File: config.mk
export PLATFORM = sky130hd
export DESIGN_NAME = spike_rate_meter
export DESIGN_NICKNAME = d
export VERILOG_FILES = /design/src/rtl/snn_pkg.sv /design/src/rtl/spike_edge_det.sv /design/src/rtl/spike_rate_meter.sv
export SDC_FILE = /design/constraint.sdc
export NUM_CORES = 1
export LEC_CHECK = 0
export ABC_AREA = 0
export CAP_MARGIN = 10
export CORE_MARGIN = 1
export CORE_UTILIZATION = 30
export CTS_BUF_LIST = sky130_fd_sc_hd__clkbuf_16
export DETAILED_ROUTE_END_ITERATION = 10
export SETUP_SLACK_MARGIN = 0.4
export SLEW_MARGIN = 20
export SYNTH_ARGS = -nofsm -noshare
export SYNTH_HDL_FRONTEND = slang
export SYNTH_SLANG_ARGS = --single-unit
File: constraint.sdc
create_clock -name clk -period 7.4 [get_ports clk]
set_clock_uncertainty 0.2 [all_clocks]
set_input_delay 1.85 -clock clk [delete_from_list [all_inputs] [get_ports clk]]
set_output_delay 1.85 -clock clk [all_outputs]
set_load 0.05 [all_outputs]
File: src/rtl/snn_pkg.sv
// Shared types and default widths for the spiking-neuron datapath blocks.
package snn_pkg;

  // Default spike-count width, shared with the LIF top level.
  localparam int CNT_W_DEF = 8;

  // Default window-length width, shared with the LIF top level.
  localparam int WIN_W_DEF = 8;

  // Rate meter control states.
  typedef enum logic [1:0] {
    IDLE  = 2'd0,
    COUNT = 2'd1
  } srm_state_t;

endpackage

File: src/rtl/spike_edge_det.sv
// Registered rising-edge detector for the neuron spike level.
// The rise output is combinational from the live input and the registered
// history, so an edge is reported in the same cycle the level goes high.
module spike_edge_det (
  input  logic clk,
  input  logic rst_n,
  input  logic spike,
  output logic rise
);

  logic spike_q;

  // Keep one cycle of spike history; cleared on reset so a level that is
  // already high when reset releases still produces one edge.
  always_ff @(posedge clk or negedge rst_n) begin
    if (!rst_n) begin
      spike_q <= 1'b0;
    end else begin
      spike_q <= spike;
    end
  end

  assign rise = spike & ~spike_q;

endmodule

File: src/rtl/spike_rate_meter.sv
// Spike rate meter: counts rising edges of the neuron spike output over a
// window of enable ticks and hands the count out on a valid/ready port.
// A new result can only load when the output slot is empty or being
// consumed in the same cycle; otherwise it is dropped and flagged.
module spike_rate_meter
  import snn_pkg::*;
#(
  parameter int CNT_W = CNT_W_DEF,
  parameter int WIN_W = WIN_W_DEF,
  parameter bit CONT  = 1'b1
) (
  input  logic             clk,
  input  logic             rst_n,
  input  logic             tick,
  input  logic             spike_i,
  input  logic             start,
  input  logic [WIN_W-1:0] window_len,
  output logic [CNT_W-1:0] rate_o,
  output logic             rate_valid_o,
  input  logic             rate_ready_i,
  output logic             sat_o,
  output logic             overrun_o,
  output logic             busy_o
);

  localparam logic [CNT_W-1:0] CNT_MAX = '1;

  srm_state_t       state;
  srm_state_t       state_next;
  logic [WIN_W:0]   len_q;
  logic [WIN_W:0]   tick_cnt;
  logic [WIN_W:0]   len_ext;
  logic [CNT_W-1:0] spk_cnt;
  logic [CNT_W-1:0] cnt_inc;
  logic             sat_q;
  logic             sat_inc;
  logic             spike_edge;
  logic             in_count;
  logic             win_end;
  logic             can_load;

  spike_edge_det u_edge (
    .clk   (clk),
    .rst_n (rst_n),
    .spike (spike_i),
    .rise  (spike_edge)
  );

  assign in_count = (state == COUNT);
  assign busy_o   = in_count;

  // A zero length means the full 2**WIN_W ticks, hence the extra bit.
  assign len_ext = (window_len == '0) ? {1'b1, {WIN_W{1'b0}}}
                                      : {1'b0, window_len};

  // A restart takes priority over a window end landing in the same cycle.
  assign win_end  = in_count & tick & ~start & (tick_cnt == (len_q - 1'b1));
  assign can_load = ~rate_valid_o | rate_ready_i;

  // Saturating count including this cycle's edge, and the sticky sat flag
  // that goes with it; these are what a closing window reports.
  always_comb begin
    cnt_inc = spk_cnt;
    sat_inc = sat_q;
    if (spike_edge) begin
      if (spk_cnt == CNT_MAX) begin
        sat_inc = 1'b1;
      end else begin
        cnt_inc = spk_cnt + 1'b1;
      end
    end
  end

  // State register.
  always_ff @(posedge clk or negedge rst_n) begin
    if (!rst_n) begin
      state <= IDLE;
    end else begin
      state <= state_next;
    end
  end

  // Next state: start always (re)enters COUNT; a window end either rolls
  // straight into the next window or parks in IDLE.
  always_comb begin
    state_next = state;
    if (start) begin
      state_next = COUNT;
    end else if (win_end) begin
      state_next = CONT ? COUNT : IDLE;
    end
  end

  // Window length, tick counter and spike counter; an edge seen in the
  // start cycle already belongs to the new window.
  always_ff @(posedge clk or negedge rst_n) begin
    if (!rst_n) begin
      len_q    <= '0;
      tick_cnt <= '0;
      spk_cnt  <= '0;
      sat_q    <= 1'b0;
    end else if (start) begin
      len_q    <= len_ext;
      tick_cnt <= '0;
      spk_cnt  <= CNT_W'(spike_edge);
      sat_q    <= 1'b0;
    end else if (in_count) begin
      if (win_end) begin
        tick_cnt <= '0;
        spk_cnt  <= '0;
        sat_q    <= 1'b0;
      end else begin
        if (tick) begin
          tick_cnt <= tick_cnt + 1'b1;
        end
        spk_cnt <= cnt_inc;
        sat_q   <= sat_inc;
      end
    end
  end

  // Output slot: load a finished window when there is room, otherwise
  // keep the held sample and let valid fall once it has been taken.
  always_ff @(posedge clk or negedge rst_n) begin
    if (!rst_n) begin
      rate_o       <= '0;
      sat_o        <= 1'b0;
      rate_valid_o <= 1'b0;
    end else if (win_end && can_load) begin
      rate_o       <= cnt_inc;
      sat_o        <= sat_inc;
      rate_valid_o <= 1'b1;
    end else if (rate_valid_o && rate_ready_i) begin
      rate_valid_o <= 1'b0;
    end
  end

  // Sticky overrun flag: set by a dropped window, cleared by a start
  // issued from IDLE.
  always_ff @(posedge clk or negedge rst_n) begin
    if (!rst_n) begin
      overrun_o <= 1'b0;
    end else if (start && !in_count) begin
      overrun_o <= 1'b0;
    end else if (win_end && !can_load) begin
      overrun_o <= 1'b1;
    end
  end

endmodule

==> key figures <==
Clocking
  – Root Driver: clkbuf_16
  – Htree depth: 2
  – Num Clock Sinks: 40
  – CTS tree: built
  – Postcts setup bufs: 0
  – Max clock buf depth: 2
  – Total CTS buffers: 5
  – CTS clk-pin slew, worst paths: approximately 0.06 ns
  – Hold-fix buffer count after cts: 0
  – Resize count post-CTS: 0
  – Skew-Pair Late Insertion Delay: between 0.2 and 0.3 ns

Worst setup path
  – CP cell instances: clkdlybuf4s50_1, nand2_1, nor3_1, o211ai_1, nor3_1, nand3_1, nand2b_1, nor2_1
  – Worst Path Max Fanout: 16
  – Startpoint Class: input pin
  – R2r setup slk: between 4 and 5 ns
  – Crit Path Class: input pin to register
  – Worst flop-to-flop path endpoint: tick_cnt[2]$_DFFE_PN0P_
  – WP data required: 7.36 ns
  – CP endpoint kind: register
  – Crit path DAT: 4.05 ns
  – Reg2Reg Depth: 9
  – Critical path's slowest cell: nand3_1
  – Critical R2R Launch: len_q[0]$_DFFE_PN0P_
  – Worst path max stage delay: roughly 0.50 ns
  – CP dominant cell by count: nor3_1

Synth
  – XOR/XNOR share of the synthesized area: under 10%
  – Largest family of logic cells by synthesized area: simple AND/OR/NAND/NOR gates
  – Synth Warn #: 0
  – Post-synth EDFFs: 0
  – Syn Std Cell Area: about 0.0022 mm²
  – Synthesized net count: roughly 250
  – Adder-cell share of the synthesized area: between 1.5 and 2%
  – Unique masters post-synth: 43
  – Post-Synth Simple-Gate Area: between 20% and 30%
  – Syn avg cell area: about 9.6 µm²
  – Ys flop type: dfrtp_1
  – Sequential area share after synthesis: between 40 and 50%
  – Post-synthesis register bit count: 40
  – Compound-Gate Fraction of Synth Area: under 10%
  – Ys async rst share: 100.0%
  – Synth Instances: roughly 230
  – Post-synthesis mux area share: ~11%

Pwr
  – Switching Fraction: 24.24%
  – Maximum VDD drop: ~0.00013 V
  – Flop pwr share: 43.6%
  – Pwr Density: 200.4 mW/mm²
  – Clock network power share: roughly 44%
  – Static leakage: between 1 and 1.5 nW
  – Int Pwr: around 0.42 mW
  – Net Sw Power: between 0.1 and 0.15 mW
  – Gate power share: approximately an eighth

STA
  – Slew Limit Fails: 0
  – Final setup TNS: 0 ns
  – Setup violations, final: 0
  – Unrepaired setup endpoints after global routing: false
  – Final WS setup: 3.308 ns
  – Fmax: roughly 0.24 GHz
  – Slew HR: roughly two fifths
  – Fin crit period: 4.092 ns
  – Period utilisation layout: 55.30%
  – Slew @ Worst Pin: 0.8802 ns
  – Hold Violations, Final: 0
  – WHS: 0.2999 ns

Place
  – Pre-CTS setup slack: roughly 3 ns
  – Dpl cells: 348
  – PortBufs: 25
  – GP Congestion: just under 0.8
  – Hpwl dp: ~3200 µm

Final layout
  – Ant. Diodes: 0
  – Layout cells sized above 1: between 10 and 15%
  – Synth-to-Final Area Change: 22.50%
  – Nets: between 200 and 300
  – Leading cell type in the layout, fill and taps excluded: dfrtp_1
  – Most frequent cells in the layout: 40 x dfrtp_1, 24 x nand2_1, 24 x clkdlybuf4s50_1, 21 x nor2_1, 14 x a21oi_1
  – Layout Cells excl Fill: between 300 and 400

Outcome
  – Status: finished clean

Floorplan
  – Die area: approximately 0.008 mm²
  – Ports: 26
  – Core ar.: slightly above 0.007 mm²
  – Die Wd: just under 90 µm
  – Die Height: between 80 and 90 µm
  – Floorplan row count: 31
  – Starting Density: ~31%

Flow run
  – Max capacitance violation total: 0

Min path
  – Hold EP: sat_q$_DFFE_PN0P_
  – Hold Crit Class: register to register
  – Hold Crit Depth: 2
  – Min-delay src: sat_q$_DFFE_PN0P_

Detailed routing
  – Initial DRC Count: between 90 and 100
  – Detail-routed via count per cell: around 4.8
  – Routed wire length: 4574 µm
  – Final ANT Viol Nets: 0
  – DR vias: roughly 1700
  – Drt pass-1 iters: 4
  – Drt wl/cell: around 13 µm
  – DRC: 0

Global routing
  – Initial antenna violation count: 0
  – Global-route wire length before repair: approximately 7800 µm
  – Grt ovf: 0
  – GRT Total Usage: 12.70%
  – Largest net degree at the start of global routing: 41
  – Vias in the first global route: between 1500 and 2000
==> layout make-up <==
class                      instances  area (µm²)
sequential                        40        1001
clock inverter                     3       38.79
clock buffer                       5       125.1
tap                               99       123.9
fill                             758        4476
multi-input combinational        174        1164
inverter                           9       33.78
timing repair buffer              26       252.7
==> how the worst max path moves through the flow <==
stage | start | to | cells past startpoint
after floorplan | tick | rate_o[0]$_DFFE_PN0P_ | 6
after global placement | tick | sat_q$_DFFE_PN0P_ | 8
after detailed placement | tick | tick_cnt[3]$_DFFE_PN0P_ | 8
after CTS | tick | tick_cnt[2]$_DFFE_PN0P_ | 8
after global routing | tick | tick_cnt[3]$_DFFE_PN0P_ | 8
final | tick | tick_cnt[2]$_DFFE_PN0P_ | 8
==> layer usage <==
layer	wire length [µm]	vias up	part of all wire, %	GRT usage [%]
li1	-	856	-	-
met1	2337	839	51	18.00
met2	2069	20	45	19.65
met3	104	4	2.3	2.332
met4	63	0	1.4	3.959
met5	0	-	0	0
==> power by group through the flow <==
stage	Combinational (mW)	Clock [mW]	Sequential, mW
2_1_floorplan	0.0372	0	0.249
3_3_place_gp	0.0680	0	0.243
3_5_place_dp	0.0688	0	0.243
4_1_cts	0.0693	0.246	0.240
5_1_grt	0.0758	0.254	0.241
6_report	0.0683	0.241	0.239
==> critical path, delay by kind of cell <==
family	cells	cell delay, ns
compound gates	1	0.13
buf+inv	1	0.49
simple gates	6	1.58
==> metrics by stage <==
step	total power [mW]	util [%]	instance area [µm²]
5_1_grt	0.5713	37.96	2739
3_5_place_dp	0.3120	35.69	2575
2_1_floorplan	0.2860	-	2236
4_1_cts	0.5550	37.96	2739
3_3_place_gp	0.3112	35.69	2575
6_report	0.5488	37.96	2739
==> kinds of logic after synthesis <==
family                     after synthesis
DFF                                     40
AOI/OAI and AO/OA                       34
and+or+nand+nor                         98
buffers and inverters                   18
adders and majority gates                3
xor gates and xnor gates                19
muxes                                   20
==> sequential cells by signal (all words and copies together) (netlist names) <==
| register | flops |
|---|---|
| len_q | 9 |
| overrun_o | 1 |
| rate_o | 8 |
| rate_valid_o | 1 |
| sat_o | 1 |
| sat_q | 1 |
| spk_cnt | 8 |
| state | 1 |
| tick_cnt | 9 |
| u_edge.spike_q | 1 |
==> cells in the mapped netlist (3+ instances only) <==
cell type | instances | area, µm²
dfrtp_1 | 40 | 1001
nand2_1 | 24 | 90.09
nor2_1 | 21 | 78.83
a21oi_1 | 14 | 70.07
nand3_1 | 13 | 65.06
xnor2_1 | 13 | 113.9
inv_1 | 9 | 33.78
mux2_2 | 9 | 101.4
o21ai_0 | 9 | 45.04
clkbuf_1 | 8 | 30.03
nor3_1 | 8 | 40.04
mux2_4 | 7 | 105.1
xor2_1 | 6 | 52.55
mux2i_1 | 4 | 40.04
nand4_1 | 4 | 25.02
and2_1 | 3 | 18.77
ha_1 | 3 | 37.54
nand2b_1 | 3 | 18.77
Power figures use the tool's default switching activity.
